## src/rtl/fp_mant_addsub_norm_if.sv

```systemverilog
// Operand/result bundle for the FP mantissa add/sub + normalize-detect core.
// Inputs: in_valid, ma, mb, sa, sb, e_in. Outputs: out_valid, m_sum, sign, e_out, sh, norm_right, zero.
interface fp_mant_addsub_norm_if #(
    parameter int WIDTH = 25
);
    localparam int SHW = $clog2(WIDTH);

    logic             in_valid;
    logic [WIDTH-1:0] ma;
    logic [WIDTH-1:0] mb;
    logic             sa;
    logic             sb;
    logic [7:0]       e_in;

    logic             out_valid;
    logic [WIDTH-1:0] m_sum;
    logic             sign;
    logic [7:0]       e_out;
    logic [SHW-1:0]   sh;
    logic             norm_right;
    logic             zero;

    modport master (
        output in_valid, ma, mb, sa, sb, e_in,
        input  out_valid, m_sum, sign, e_out, sh, norm_right, zero
    );

    modport slave (
        input  in_valid, ma, mb, sa, sb, e_in,
        output out_valid, m_sum, sign, e_out, sh, norm_right, zero
    );
endinterface

```

## src/rtl/fp_mant_addsub_norm.sv

```systemverilog
// Two-stage mantissa add/subtract with leading-one detect for the SP FP adder.
// Ports: clk, rst_n (async active-low), bus (slave): operands in, sum/sign/shift/zero out.
module fp_mant_addsub_norm #(
    parameter int WIDTH = 25
) (
    input  logic                  clk,
    input  logic                  rst_n,
    fp_mant_addsub_norm_if.slave  bus
);
    localparam int SHW = $clog2(WIDTH);

    // Stage 1 state
    logic             v1_d, v1_q;
    logic [WIDTH-1:0] m1_d, m1_q;
    logic [WIDTH-1:0] m2_d, m2_q;
    logic             s1_d, s1_q;
    logic [7:0]       e1_d, e1_q;

    // Stage 2 state
    logic             v2_d, v2_q;
    logic [WIDTH-1:0] sum_d, sum_q;
    logic             s2_d, s2_q;
    logic [7:0]       e2_d, e2_q;
    logic [SHW-1:0]   sh_d, sh_q;
    logic             nr_d, nr_q;
    logic             z_d, z_q;

    logic             a_lt_b;
    logic             diff;
    logic [SHW-1:0]   msb;

    // Complement the smaller magnitude so the sum is |a - b|;
    // equal magnitudes complement mb and cancel to +0.
    always_comb begin
        a_lt_b = bus.ma < bus.mb;
        diff   = bus.sa ^ bus.sb;
        m1_d   = bus.ma;
        m2_d   = bus.mb;
        if (diff && a_lt_b) begin
            m1_d = ~bus.ma + WIDTH'(1);
        end
        if (diff && !a_lt_b) begin
            m2_d = ~bus.mb + WIDTH'(1);
        end
        s1_d = a_lt_b ? bus.sb : bus.sa;
        if (diff && (bus.ma == bus.mb)) begin
            s1_d = 1'b0;
        end
        e1_d = bus.e_in;
        v1_d = bus.in_valid;
    end

    // Carry out of the top bit is dropped on purpose.
    always_comb begin
        sum_d = m1_q + m2_q;
        msb   = '0;
        for (int i = 0; i < WIDTH - 1; i++) begin
            if (sum_d[i]) begin
                msb = i[SHW-1:0];
            end
        end
        sh_d = '0;
        nr_d = 1'b0;
        z_d  = 1'b0;
        if (sum_d[WIDTH-1]) begin
            nr_d = 1'b1;
            sh_d = SHW'(1);
        end else if (sum_d == '0) begin
            z_d = 1'b1;
        end else begin
            sh_d = SHW'(WIDTH - 2) - msb;
        end
        s2_d = s1_q;
        e2_d = e1_q;
        v2_d = v1_q;
    end

    always_ff @(posedge clk or negedge rst_n) begin
        if (!rst_n) begin
            v1_q  <= 1'b0;
            m1_q  <= '0;
            m2_q  <= '0;
            s1_q  <= 1'b0;
            e1_q  <= '0;
            v2_q  <= 1'b0;
            sum_q <= '0;
            s2_q  <= 1'b0;
            e2_q  <= '0;
            sh_q  <= '0;
            nr_q  <= 1'b0;
            z_q   <= 1'b0;
        end else begin
            v1_q  <= v1_d;
            m1_q  <= m1_d;
            m2_q  <= m2_d;
            s1_q  <= s1_d;
            e1_q  <= e1_d;
            v2_q  <= v2_d;
            sum_q <= sum_d;
            s2_q  <= s2_d;
            e2_q  <= e2_d;
            sh_q  <= sh_d;
            nr_q  <= nr_d;
            z_q   <= z_d;
        end
    end

    assign bus.out_valid  = v2_q;
    assign bus.m_sum      = sum_q;
    assign bus.sign       = s2_q;
    assign bus.e_out      = e2_q;
    assign bus.sh         = sh_q;
    assign bus.norm_right = nr_q;
    assign bus.zero       = z_q;
endmodule

```

## src/flat_wrapper.sv

```systemverilog
// flat-port wrapper written by rule: the top's interface ports become plain ports
module fp_mant_addsub_norm_flat 
#(
    parameter int WIDTH = 25
)
  (clk, rst_n, bus_in_valid, bus_ma, bus_mb, bus_sa, bus_sb, bus_e_in, bus_out_valid, bus_m_sum, bus_sign, bus_e_out, bus_sh, bus_norm_right, bus_zero);
  fp_mant_addsub_norm_if #(.WIDTH(WIDTH)) bus_i ();
  input  logic clk;
  input  logic rst_n;
  input wire logic [$bits(bus_i.in_valid)-1:0] bus_in_valid;
  input wire logic [$bits(bus_i.ma)-1:0] bus_ma;
  input wire logic [$bits(bus_i.mb)-1:0] bus_mb;
  input wire logic [$bits(bus_i.sa)-1:0] bus_sa;
  input wire logic [$bits(bus_i.sb)-1:0] bus_sb;
  input wire logic [$bits(bus_i.e_in)-1:0] bus_e_in;
  output wire logic [$bits(bus_i.out_valid)-1:0] bus_out_valid;
  output wire logic [$bits(bus_i.m_sum)-1:0] bus_m_sum;
  output wire logic [$bits(bus_i.sign)-1:0] bus_sign;
  output wire logic [$bits(bus_i.e_out)-1:0] bus_e_out;
  output wire logic [$bits(bus_i.sh)-1:0] bus_sh;
  output wire logic [$bits(bus_i.norm_right)-1:0] bus_norm_right;
  output wire logic [$bits(bus_i.zero)-1:0] bus_zero;
  assign bus_i.in_valid = bus_in_valid;
  assign bus_i.ma = bus_ma;
  assign bus_i.mb = bus_mb;
  assign bus_i.sa = bus_sa;
  assign bus_i.sb = bus_sb;
  assign bus_i.e_in = bus_e_in;
  assign bus_out_valid = bus_i.out_valid;
  assign bus_m_sum = bus_i.m_sum;
  assign bus_sign = bus_i.sign;
  assign bus_e_out = bus_i.e_out;
  assign bus_sh = bus_i.sh;
  assign bus_norm_right = bus_i.norm_right;
  assign bus_zero = bus_i.zero;
  fp_mant_addsub_norm #(.WIDTH(WIDTH)) u_core (.clk(clk), .rst_n(rst_n), .bus(bus_i));
endmodule
```

## config.mk

```make
export PLATFORM = sky130hd
export DESIGN_NAME = fp_mant_addsub_norm_flat
export DESIGN_NICKNAME = d
export VERILOG_FILES = /design/src/rtl/fp_mant_addsub_norm_if.sv /design/src/rtl/fp_mant_addsub_norm.sv /design/src/flat_wrapper.sv
export SDC_FILE = /design/constraint.sdc
export NUM_CORES = 1
export LEC_CHECK = 0
export ABC_AREA = 0
export CAP_MARGIN = 10
export CORE_MARGIN = 2
export CORE_UTILIZATION = 58
export CTS_BUF_LIST = sky130_fd_sc_hd__clkbuf_8 sky130_fd_sc_hd__clkbuf_16
export DETAILED_ROUTE_END_ITERATION = 10
export PLACE_DENSITY = 0.86
export SLEW_MARGIN = 10
export SYNTH_ARGS = -nofsm -noshare
export SYNTH_HDL_FRONTEND = slang
export SYNTH_SLANG_ARGS = --single-unit
```

## constraint.sdc

```tcl
create_clock -name clk -period 5.9 [get_ports clk]
set_clock_uncertainty 0.05 [all_clocks]
set_input_delay 1.475 -clock clk [delete_from_list [all_inputs] [get_ports clk]]
set_output_delay 1.475 -clock clk [all_outputs]
set_load 0.005 [all_outputs]
```

# ---- Yosys cells after proc, flatten, opt, wreduce, memory -nomap -nowiden
# Index checks and enable logic that the tools add are counted.
dict set report op_classes {
  n_addsub 4
  order_cmp 1
  n_eq_ne 1
  muxes 32
  bitwise_logic 3
  reduce_logical 5
}
# op n
set op_table {}
lappend op_table {{$add A25 B1 Y25 const B} 2}
lappend op_table {{$mux W25} 2}
lappend op_table {{$mux W5} 10}
lappend op_table {{$not A25 Y25} 2}
lappend op_table {{$mux W4} 8}
lappend op_table {{$add A25 B25 Y25} 1}
lappend op_table {{$eq A25 B25 Y1} 1}
lappend op_table {{$logic_not A25 Y1} 1}
lappend op_table {{$lt A25 B25 Y1} 1}
lappend op_table {{$mux W3} 4}
lappend op_table {{$mux W1} 6}
lappend op_table {{$sub A5 B5 Y5 const A} 1}
lappend op_table {{$mux W2} 2}
lappend op_table {{$logic_and A1 B1 Y1} 3}
lappend op_table {{$logic_not A1 Y1} 1}
lappend op_table {{$xor A1 B1 Y1} 1}
dict set report totals {
  reg_bits 102
}

# ---- Depth between registers and ports, before layout
dict set report logic_depth {
  word_depth 27
  mapped_depth 12
  ltp_nobuf 12
}

# ---- Worst setup path after synthesis
# Ideal clock, no wire load.
dict set report synth_path {
  path_kind {input port to flip-flop}
  from {input port bus_mb[1]}
  to {register u_core.m1_q[15]}
  setup_time_ps 134
  arrival_ps 3678
  required_time_ps 5716
  slack_ps 2038
  stages 12
  path_buffers 1
  cell_sequence {inv_1 > ha_1 > nor2b_1 > o21a_1 > o21a_1 > o21a_1 > o21a_1 > o21a_1 > o21ai_0 > clkbuf_1 > o311ai_0 > xnor2_1}
}
dict set report synth_via {
  elab_chain_cells 3
}
# element line
set synth_rtl {}
lappend synth_rtl {{start, declared} flat_wrapper.sv:12} ;# input wire logic [$bits(bus_i.mb)-1:0] bus_mb;
lappend synth_rtl {{$lt A25 B25 Y1} fp_mant_addsub_norm.sv:35} ;# a_lt_b = bus.ma < bus.mb;
lappend synth_rtl {{$logic_and A1 B1 Y1} fp_mant_addsub_norm.sv:39} ;# if (diff && a_lt_b) begin
lappend synth_rtl {{$mux W25} fp_mant_addsub_norm.sv:39}
lappend synth_rtl {{via u_core.m1_d[15]} fp_mant_addsub_norm.sv:14} ;# logic [WIDTH-1:0] m1_d, m1_q;
lappend synth_rtl {{end signal, assigned} fp_mant_addsub_norm.sv:94} ;# m1_q <= m1_d;
lappend synth_rtl {{end, declared} fp_mant_addsub_norm.sv:14}
# The timed path passes the listed nets, and every way through them passes these cells.

# ---- Worst setup path after layout
dict set report layout_path {
  from {input port bus_mb[10]}
  to {register u_core.m1_q[15]}
}
# Same word-level chain as after synthesis.

==> key figures <==
Run status
  • Status: complete, no violations

Die
  • Core area: 10200 µm²
  • Die Ht: 106 µm
  • DIE WIDTH: 106 µm
  • Die area: 11300 µm²
  • Initial Utilization: 59.4%
  • Number of cell rows: 37
  • I/O pin count: 105

Timing
  • Final setup viols: 0
  • Post-route setup TNS: 0 ns
  • Final period util: 73.5%
  • Hold Vio Cnt, Final: 0
  • Hold Slack: 0.306 ns
  • Final min period: 4.34 ns
  • Highest clock rate: 230 MHz
  • RSZ-0062 raised after global routing: false
  • Slew Limit Fails: 0
  • Slew at the pin with the worst max-slew slack: 0.844 ns
  • Slew Limit Headroom: 43.7%

Worst setup path
  • CP required: 6.10 ns
  • Critical Path Source Type: input port
  • R2r worst-path depth: 10
  • Critical Path End Type: flip-flop
  • Crit path buffers/inverters: 3
  • Most common cell on crit path: a21o_1
  • Critical Path Fanout Max: 19
  • Reg-to-reg endpoint: u_core.bus.zero
  • Reg-to-reg startpoint: u_core.m2_q[0]
  • CP arrival: 4.54 ns
  • Crit path max-delay cell type: clkdlybuf4s50_1
  • Reg-to-reg slack, setup: 1.95 ns
  • Worst-path cell chain: clkdlybuf4s50_1 > inv_1 > ha_1 > a21o_1 > a21o_1 > a21o_1 > a21o_1 > a21oi_1 > o21ai_0 > o21ai_1 > buf_4 > o311ai_0 > xnor2_1
  • Top delay family on crit path: compound AO/OA/AOI/OAI gates
  • Worst path max stage delay: 0.56 ns
  • Crit Path Class: input port to flip-flop

Synth
  • Yosys top cell area share: 41.6%
  • Post-synthesis sequential area ratio: 41.6%
  • Number of synthesized flops with an enable pin: 0
  • Number of cells produced by synthesis: 597
  • Yosys top cell by area: dfrtp_1
  • Synth Register Bits: 101
  • Avg Cell Area, Syn: 10.2 µm²
  • Ys async rst share: 100%
  • Synth Warn #: 0
  • Area contributors post-synth: dfrtp_1 42%, ha_1 10%, xnor2_1 7.6%, inv_1 2.7%, nand2_1 2.3%
  • Synth Net Count: 712
  • Post-Syn Area: 6080 µm²
  • Synth unique cells: 74
  • Most used DFF post-synth: dfrtp_1

Global route
  • Vias in the first global route: 4899
  • GR Util All Layers: 26.2%
  • GR Overflow Total: 0
  • Pin count of the biggest net entering global routing: 57
  • Global-route wire length before repair: 23.2 mm
  • Initial antenna violation count: 0

Clock network
  • Num CTS Buffers: 9
  • Post-cts sizing count: 0
  • Hold buffers post-CTS: 0
  • Clk Latency, worst-skew pair: 0.38 ns
  • Worst-path clk slew: 0.10 ns
  • # clock sinks: 101
  • CTS tree: built
  • Clk root buf: clkbuf_8
  • Setup Buffers After CTS: 0
  • Clock buffer depth: 2
  • CTS HTree Levels: 3

Placement
  • IO buf count: 104
  • DP Area: 7230 µm²
  • Post-DP HPWL: 11.2 mm
  • Gpl congestion: 0.947

Routing
  • Number of routed nets with antenna violations: 0
  • DRC violations left: 0
  • 1st-iter DRT viols: 193
  • Via count of the routed design: 4945
  • Drt wl/cell: 16.7 µm
  • WL final: 14.1 mm
  • DR pass1 iterations: 5
  • Avg Vias per Cell: 5.88

Pwr
  • Static leakage: 3.20 nW
  • Power per Cell Area: 350 nW/µm²
  • Peak supply drop: 0.179 mV

Cells and area
  • Most frequent cells in the layout: 103 x clkdlybuf4s50_1, 101 x dfrtp_1, 53 x xnor2_1, 51 x ha_1, 43 x inv_1
  • Antenna cells: 0
  • Share of cells above drive strength 1: 5.82%
  • Synth-to-Final Area Change: 22.4%
  • Fill count: 754
  • Nets: 815
  • Commonest non-fill, non-tap cell in the layout: clkdlybuf4s50_1
  • Post-route cell area: 7440 µm²

Worst hold path
  • Hold path depth: 0
  • Worst hold path startpoint: u_core.v1_q
  • Hold Crit Endpoint: u_core.bus.out_valid
  • Tightest Hold Check Type: flip-flop to flip-flop

Flow run
  • Max_cap viols: 0
==> power breakdown <==
group | internal [W] | leakage [nW] | switching (W) | total (W)
clock | 0.000216 | 0.111 | 0.000250 | 0.000466
combinational | 0.000576 | 1.91 | 0.000666 | 0.00124
sequential | 0.000845 | 1.19 | 0.0000490 | 0.000894
==> worst reg2reg max path: cells and delay by family, from the launching register on <==
kind	cells	cell delay [ns]
DFF	1	0.39
adders and majority gates	2	0.70
AOI/OAI and AO/OA	3	1.21
xor gates and xnor gates	1	0.15
and+or+nand+nor	4	1.39
==> registers in the layout, indices dropped and copies added (netlist names) <==
name and cells:
u_core.s1_q 1, u_core.bus.e_out 8, u_core.m2_q 25, u_core.bus.norm_right 1, u_core.bus.sign 1, u_core.bus.sh 5, u_core.e1_q 8, u_core.bus.m_sum 24
u_core.v1_q 1, u_core.m1_q 25, u_core.bus.out_valid 1, u_core.bus.zero 1
==> cell families after synthesis <==
logic type | count (synthesis) | share of synthesized area, %
multiplexers | 3 | 0.494
buffers and inverters | 57 | 3.93
AND/OR/NAND/NOR | 164 | 14.3
XOR/XNOR | 68 | 9.92
AO/OA/AOI/OAI | 152 | 19.0
flip-flops | 101 | 41.6
adder cells (fa/ha/maj) | 52 | 10.8
==> layout make-up <==
| cell class | instances | area, µm² | share of cell area, % |
|---|---|---|---|
| Timing Repair Buffer | 106 | 1050 | 14.2 |
| Inverter | 43 | 161 | 2.17 |
| Multi-Input combinational cell | 439 | 3310 | 44.5 |
| Clock buffer | 10 | 138 | 1.85 |
| Sequential cell | 101 | 2530 | 34.0 |
| Clock inverter | 6 | 75.1 | 1.01 |
| Tap cell | 136 | 170 | 2.29 |
==> Yosys cell counts (2+ instances only) <==
cell type  count
a2111oi_0      2
a211oi_1       9
a21boi_0       2
a21o_1        17
a21o_2         2
a21oi_1       19
a221oi_1       2
a31oi_1        5
and2_1         3
and3_1         3
and3_2         2
buf_4          2
buf_6          2
clkbuf_1       7
dfrtp_1      101
ha_1          51
inv_1         43
mux2i_1        3
nand2_1       37
nand2b_1       3
nand3_1       18
nand4_1       11
nor2_1        30
nor2b_1        6
nor3_1        15
nor3b_1        3
nor4_1        10
o2111ai_1      2
o211a_1        3
o211ai_1      13
o21a_1        14
o21ai_0       23
o311ai_0       8
o31ai_1        9
o41ai_1        2
or2_2          3
or3_1          5
or4_1          6
xnor2_1       53
xor2_1        14
==> stage by stage <==
stage | utilization [%] | worst slack [ns] | instances | total power (W)
6_report | 72.7 | 1.56 | 841 | 0.00260
3_3_place_gp | 70.6 | 1.20 | 825 | 0.00208
2_1_floorplan | - | 2.04 | 597 | 0.00170
3_5_place_dp | 70.6 | 1.19 | 825 | 0.00213
4_1_cts | 72.7 | 1.59 | 841 | 0.00260
5_1_grt | 72.7 | 1.32 | 841 | 0.00277
==> per-layer routing <==
metal	GRT usage (%)	part of all wire, %	up-vias
li1	-	-	2376
met5	0	0	-
met2	43.7	49	174
met3	4.90	5.3	40
met4	10.3	3.0	0
met1	33.7	43	2355
==> worst max path at each step <==
stage	start	slack [ns]	end	cells past startpoint
floorplan	bus_mb[1]	2.04	u_core.m1_q[15]	12
global placement	bus_mb[10]	1.20	u_core.m1_q[17]	13
detailed placement	bus_mb[13]	1.19	u_core.m2_q[18]	10
CTS	bus_mb[13]	1.59	u_core.m2_q[18]	10
global route	bus_mb[10]	1.32	u_core.m1_q[19]	13
finish	bus_mb[10]	1.56	u_core.m1_q[15]	13
Power figures use the tool's default switching activity.
